## config.mk

```make
export PLATFORM = sky130hd
export DESIGN_NAME = score_bcd_scheduler
export DESIGN_NICKNAME = d
export VERILOG_FILES = /design/src/rtl/score_bcd_scheduler.sv
export SDC_FILE = /design/constraint.sdc
export NUM_CORES = 1
export LEC_CHECK = 0
export BUFFER_PORTS_ARGS = -buffer_cell sky130_fd_sc_hd__buf_2
export CORE_ASPECT_RATIO = 1.4
export CORE_MARGIN = 2
export CORE_UTILIZATION = 35
export CTS_CLUSTER_DIAMETER = 200
export DETAILED_ROUTE_END_ITERATION = 7
export PLACE_DENSITY = 0.62
export SKIP_LAST_GASP = 1
export SLEW_MARGIN = 25
export SYNTH_ARGS = -nofsm -noshare
export SYNTH_HDL_FRONTEND = slang
export SYNTH_SLANG_ARGS = --single-unit
```

## constraint.sdc

```tcl
create_clock -name i_clk -period 3.5 [get_ports i_clk]
set_clock_uncertainty 0.15 [all_clocks]
set_input_delay 0 -clock i_clk [delete_from_list [all_inputs] [get_ports i_clk]]
set_output_delay 0 -clock i_clk [all_outputs]
set_load 0.02 [all_outputs]
```

## src/rtl/score_bcd_scheduler.sv

```systemverilog
// score_bcd_scheduler
//   One shared iterative binary-to-BCD engine (shift-and-add-3) time-shared
//   between the live score and the high score. A value is converted when its
//   saturated form differs from the last value captured for it. When both
//   differ, the two values alternate (round-robin).
//
// Ports
//   i_clk, i_rst        game clock, synchronous active-high reset
//   i_score             live score (binary, BIN_W bits)
//   i_high_score        live high score (binary, BIN_W bits)
//   o_score_bcd         score digits, [3:0] = ones
//   o_high_bcd          high-score digits, same layout
//   o_score_upd         one-cycle pulse when o_score_bcd is rewritten
//   o_high_upd          one-cycle pulse when o_high_bcd is rewritten
//   o_busy              engine is converting
module score_bcd_scheduler #(
  parameter int BIN_W   = 14,
  parameter int DIGITS  = 4,
  parameter int SAT_VAL = 9999
) (
  input  logic                  i_clk,
  input  logic                  i_rst,
  input  logic [BIN_W-1:0]      i_score,
  input  logic [BIN_W-1:0]      i_high_score,
  output logic [4*DIGITS-1:0]   o_score_bcd,
  output logic [4*DIGITS-1:0]   o_high_bcd,
  output logic                  o_score_upd,
  output logic                  o_high_upd,
  output logic                  o_busy
);

  localparam int BCD_W = 4*DIGITS;
  localparam int SR_W  = BCD_W + BIN_W;
  localparam int CNT_W = (BIN_W > 1) ? $clog2(BIN_W) : 1;
  localparam logic [BIN_W-1:0] SAT = BIN_W'(SAT_VAL);

  typedef enum logic {IDLE, CONV} state_t;

  state_t             state, state_n;
  logic [BIN_W-1:0]   sat_s, sat_h, cap_s, cap_h;
  logic               pend_s, pend_h, grant_s, grant_h;
  logic               last_high;   // last grant went to the high score
  logic               tgt_high;    // conversion in flight targets high score
  logic [SR_W-1:0]    sr, sr_adj, sr_nxt;
  logic [CNT_W-1:0]   cnt;

  assign sat_s  = (i_score      > SAT) ? SAT : i_score;
  assign sat_h  = (i_high_score > SAT) ? SAT : i_high_score;
  assign pend_s = (sat_s != cap_s);
  assign pend_h = (sat_h != cap_h);
  assign o_busy = (state == CONV);

  // One double-dabble iteration: correct every digit >= 5, then shift.
  always_comb begin
    sr_adj = sr;
    for (int d = 0; d < DIGITS; d++) begin
      if (sr[BIN_W+4*d +: 4] >= 4'd5)
        sr_adj[BIN_W+4*d +: 4] = sr[BIN_W+4*d +: 4] + 4'd3;
    end
    sr_nxt = sr_adj << 1;
  end

  always_ff @(posedge i_clk) begin
    if (i_rst) state <= IDLE;
    else       state <= state_n;
  end

  // Score wins a tie unless it was the last one served.
  always_comb begin
    state_n = state;
    grant_s = 1'b0;
    grant_h = 1'b0;
    case (state)
      IDLE: begin
        if (pend_s && (!pend_h || last_high)) begin
          grant_s = 1'b1;
          state_n = CONV;
        end else if (pend_h) begin
          grant_h = 1'b1;
          state_n = CONV;
        end
      end
      CONV:    if (cnt == '0) state_n = IDLE;
      default: state_n = IDLE;
    endcase
  end

  always_ff @(posedge i_clk) begin
    if (i_rst) begin
      cap_s       <= '0;
      cap_h       <= '0;
      last_high   <= 1'b1;
      tgt_high    <= 1'b0;
      sr          <= '0;
      cnt         <= '0;
      o_score_bcd <= '0;
      o_high_bcd  <= '0;
      o_score_upd <= 1'b0;
      o_high_upd  <= 1'b0;
    end else begin
      o_score_upd <= 1'b0;
      o_high_upd  <= 1'b0;
      if (grant_s || grant_h) begin
        if (grant_s) cap_s <= sat_s;
        else         cap_h <= sat_h;
        sr        <= {BCD_W'(0), (grant_s ? sat_s : sat_h)};
        cnt       <= CNT_W'(BIN_W-1);
        last_high <= grant_h;
        tgt_high  <= grant_h;
      end else if (state == CONV) begin
        sr  <= sr_nxt;
        cnt <= cnt - CNT_W'(1);
        // Last iteration: the post-shift digits are final.
        if (cnt == '0) begin
          if (tgt_high) begin
            o_high_bcd <= sr_nxt[SR_W-1 -: BCD_W];
            o_high_upd <= 1'b1;
          end else begin
            o_score_bcd <= sr_nxt[SR_W-1 -: BCD_W];
            o_score_upd <= 1'b1;
          end
        end
      end
    end
  end

endmodule
```

==> impl_results.rst <==
.. list-table::
   :header-rows: 1

   * - Metric
     - Value
   * - Crit path capture type
     - flip-flop
   * - Share of final-layout standard cells stronger than drive strength 1
     - 16.19%
   * - Sequential-to-total area share from yosys stat
     - 40.56%
   * - Proportion of synthesized flip-flops having asynchronous set or reset
     - 0%
   * - Status
     - complete, no violations
   * - Setup total negative slack
     - 0 ps
   * - Pwr dens
     - 449.5 nW/um^2
   * - Cell at the root of the clock tree
     - clkbuf_16
   * - Maximum clock insertion buffer count
     - 2
   * - Instance count of the mapped netlist
     - 581
   * - Post-route DRC
     - 0
   * - Arr. time, crit path
     - 3390 ps
   * - CP required
     - 3600 ps
   * - Net switching power
     - 692.4 uW
   * - Met1 track demand over resource
     - 18.64%
   * - Routed WL
     - 12.85 mm
   * - Worst flop-to-flop path startpoint
     - cap_s[11]
   * - Synth cell types
     - 60
   * - GRT Residual Overflow
     - 0
   * - Count of flip-flops with a built-in enable after synthesis
     - 0
   * - Least-Margin Pin Slew
     - 844.8 ps
   * - Number of cell rows
     - 51
   * - DRT Pass-1 Iters
     - 4
   * - Layout overhead on the synthesized area
     - 21.28%
   * - Final critical-path required period
     - 3289 ps
   * - RSZ-0062 raised after global routing
     - yes
   * - Inserted Clock Buffers
     - 9
   * - Clock latency reported for the late side of the worst-skew pair
     - 340 ps
   * - Worst hold slack across all endpoints
     - 15.47 ps
   * - Count of inserted antenna diode cells
     - 0
   * - Category of the critical setup timing path
     - in2reg
   * - Clock tree sinks
     - 99
   * - Detailed-placement wirelength estimate
     - 9.260 mm
   * - Placeable core region
     - 13,780 sq um
   * - Final Setup Violations
     - 0
   * - Number of buffers and inverters on the critical path
     - 2
   * - Post-DR vias/cell
     - 5.226
   * - Endpoint of the worst-slack reg-to-reg timing path
     - cap_h[9]
   * - Number of register bits inferred by synthesis
     - 99
   * - Violation count after the first detailed-routing iteration
     - 134
   * - Synth Flop Type
     - dfxtp_1
   * - Global-route wire length before repair
     - 20.73 mm
   * - Seq pwr share
     - 46.1%
   * - Initial antenna violation count
     - 0
   * - Worst Hold Path Cells
     - 5
   * - Origin of the worst min-delay path
     - i_score[12]
   * - Most congested layer reported by global routing
     - met2
   * - Slowest stage cell on the critical path
     - dlygate4sd3_1
   * - Finished Cell Area
     - 5926 sq um
   * - Top Family by Delay on Critical Path
     - compound AO/OA/AOI/OAI gates
   * - Worst reg2reg path depth
     - 9
   * - Buffers added on ports
     - 64
   * - Number of global-route vias before repair
     - 4,179
   * - Die span in x
     - 103.9 um
   * - Count of warnings emitted by yosys
     - 0
   * - Fillcell total
     - 1,414
   * - Number of max-slew violations in the final report
     - 0
   * - Maximum Capacitance Violations
     - 0
   * - Syn nets
     - 620
   * - Maximum number of pins on one net before global-route repair
     - 71
   * - Number of standard cells in the final layout excluding fillers
     - 846
   * - Biggest cell delay along the critical path
     - 560 ps
   * - VDD IR-drop max
     - 211.3 uV
   * - Post-placement cell area
     - 5349 sq um
   * - Class of the most critical hold timing path
     - in2reg
   * - Die Span Y
     - 143.8 um
   * - Syn Area/Cell
     - 8.410 sq um
   * - Share of total power in the clock network
     - 40.0%
   * - Crit start category
     - input pin
   * - Hold-critical path endpoint
     - cap_s[12]
   * - Initial core utilization
     - 35.45%
   * - Number of vias after detailed routing
     - 4,421
   * - Portion of total power attributed to combinational logic
     - 13.9%
   * - Internal power
     - 1971 uW
   * - Placed insts
     - 805
   * - Highest clock frequency the design can meet
     - 304.1 MHz
   * - CTS clk-pin slew, worst paths
     - 70 ps
   * - Met2 track demand over resource in global routing
     - 33.31%
   * - Die Footprint
     - 14,930 sq um
   * - TritonCTS clock tree
     - built
   * - Final weighted congestion of routability-driven global placement
     - 0.9116
   * - Top-level port count
     - 65
   * - Most common cell after layout, fill and taps aside
     - dfxtp_1
   * - Most frequent cells in the layout
     - dfxtp_1 (99), nor2_1 (66), nand2_1 (66)
   * - Post-Syn Area
     - 4886 sq um
   * - Max_slew headroom
     - 43.64%
   * - Number of nets in the layout
     - 695
   * - Total global routing track utilization
     - 17.31%
   * - M3 GR Usage
     - 2.766%
   * - R2R setup slack
     - 540 ps
   * - Maximum fanout encountered on the critical timing path
     - 19
   * - Routed length per placed instance
     - 15.18 um
   * - Total count of hold-check failures in the final report
     - 0
   * - Number of routed nets with antenna violations
     - 0
   * - Sw Share
     - 26.00%
   * - Cell chain of the critical path
     - dlygate4sd3_1, buf_2, or4_4, a211oi_2, a22oi_1, a2111o_1, nor3_4, and2_1, o21bai_2, a211oi_1
   * - Leakage Power
     - 0.002273 uW
   * - H-Tree Depth
     - 3
   * - Portion of the clock cycle consumed by the worst path in the final layout
     - 93.97%
sequential cells by signal (all words and copies together) (netlist names):
signal       flops
o_high_upd       1
cnt              4
o_score_bcd     16
tgt_high         1
cap_h           14
last_high        1
cap_s           14
o_score_upd      1
o_busy           1
o_high_bcd      16
sr              30
per-layer routing:
layer | up-vias | routed length (um)
met5 | - | 0
met4 | 0 | 328
met3 | 22 | 326
met2 | 77 | 6946
met1 | 2106 | 5245
li1 | 2216 | -
through the flow:
step	power [uW]	util, %	setup slack (ps)
after floorplan	1497	-	926.9
after global placement	1590	38.81	451.3
after detailed placement	1599	38.81	385.7
after CTS	2690	42.93	166.3
after global routing	2785	42.99	-19.02
final	2663	42.99	211.2
power by group through the flow:
stage	clock (uW)	combinational [uW]	sequential (uW)
2_1_floorplan	0	247	1250
3_3_place_gp	0	341	1250
3_5_place_dp	0	348	1250
4_1_cts	1090	372	1230
5_1_grt	1140	411	1230
6_report	1070	371	1230
worst register-to-register path, delay by kind of cell (launching register included):
kind	cells	cell delay, ps
buffers and inverters	1	260
AND/OR/NAND/NOR	3	590
AO/OA/AOI/OAI	4	1370
XOR/XNOR	1	160
flip-flops	1	340
synthesized netlist by cell type (3+ instances only):
cell type / n / area share (%)
inv_1: 21 / 1.6
a211oi_1: 22 / 3.4
a211oi_2: 8 / 2.0
nor2b_1: 11 / 1.4
nor4bb_1: 7 / 1.4
o41ai_1: 3 / 0.54
nand2b_1: 7 / 0.90
buf_6: 4 / 0.92
a21oi_1: 55 / 5.6
xnor2_1: 12 / 2.2
mux2i_1: 23 / 4.7
o221ai_1: 4 / 0.72
or2_0: 4 / 0.51
a31oi_1: 4 / 0.51
xor2_1: 3 / 0.54
ha_1: 9 / 2.3
a21o_1: 5 / 0.77
nand2_1: 66 / 5.1
o21ai_0: 12 / 1.2
nor3_1: 16 / 1.6
a22o_1: 3 / 0.54
o21a_1: 3 / 0.46
a22oi_1: 9 / 1.4
or3_1: 7 / 0.90
dfxtp_1: 99 / 41
o211ai_1: 7 / 1.1
nand4_1: 3 / 0.38
nor2_1: 66 / 5.1
clkbuf_1: 26 / 2.0
and3_1: 3 / 0.38
nand3_1: 8 / 0.82
nor3b_1: 7 / 1.1
o22ai_1: 4 / 0.51
or2_2: 3 / 0.38
buf_2: 4 / 0.41
worst max-delay path by stage:
| stage | startpoint | end | slack, ps | depth (start not counted) |
|---|---|---|---|---|
| 3_5_place_dp | i_high_score[6] | sr[9] | 390 | 10 |
| 4_1_cts | i_high_score[6] | sr[9] | 170 | 11 |
| 5_1_grt | i_high_score[7] | sr[22] | -20 | 10 |
| 2_1_floorplan | i_high_score[6] | sr[5] | 930 | 10 |
| 3_3_place_gp | i_high_score[6] | sr[8] | 450 | 10 |
| 6_report | i_high_score[7] | sr[18] | 210 | 10 |
what timing repair did:
| item | CTS | global route |
|---|---|---|
| hold buffers | 25 | 0 |
| hold endpoints to repair | 43 | 0 |
| resized for setup | 0 | 1 |
| endpoints found under the setup margin | 0 | 3 |
| setup buffers | 0 | 0 |
layout make-up:
cell class	instances	area [sq um]	share of cell area, %
multi-input combinational	425	2663	44.93
sequential	99	1982	33.45
timing repair buffer	100	653.1	11.02
clock buffer	11	232.7	3.927
tap	185	231.5	3.906
clock inverter	5	85.08	1.436
inverter	21	78.83	1.330
cells by family after synthesis:
logic type,Yosys count,synth area share [%]
simple gates,223,22.71
compound gates,155,21.90
flops,99,40.56
buf+inv,57,5.121
mux,23,4.712
xor+xnor,15,2.689
fa+ha+maj,9,2.305
No activity file was read; power rests on OpenSTA's default activity.
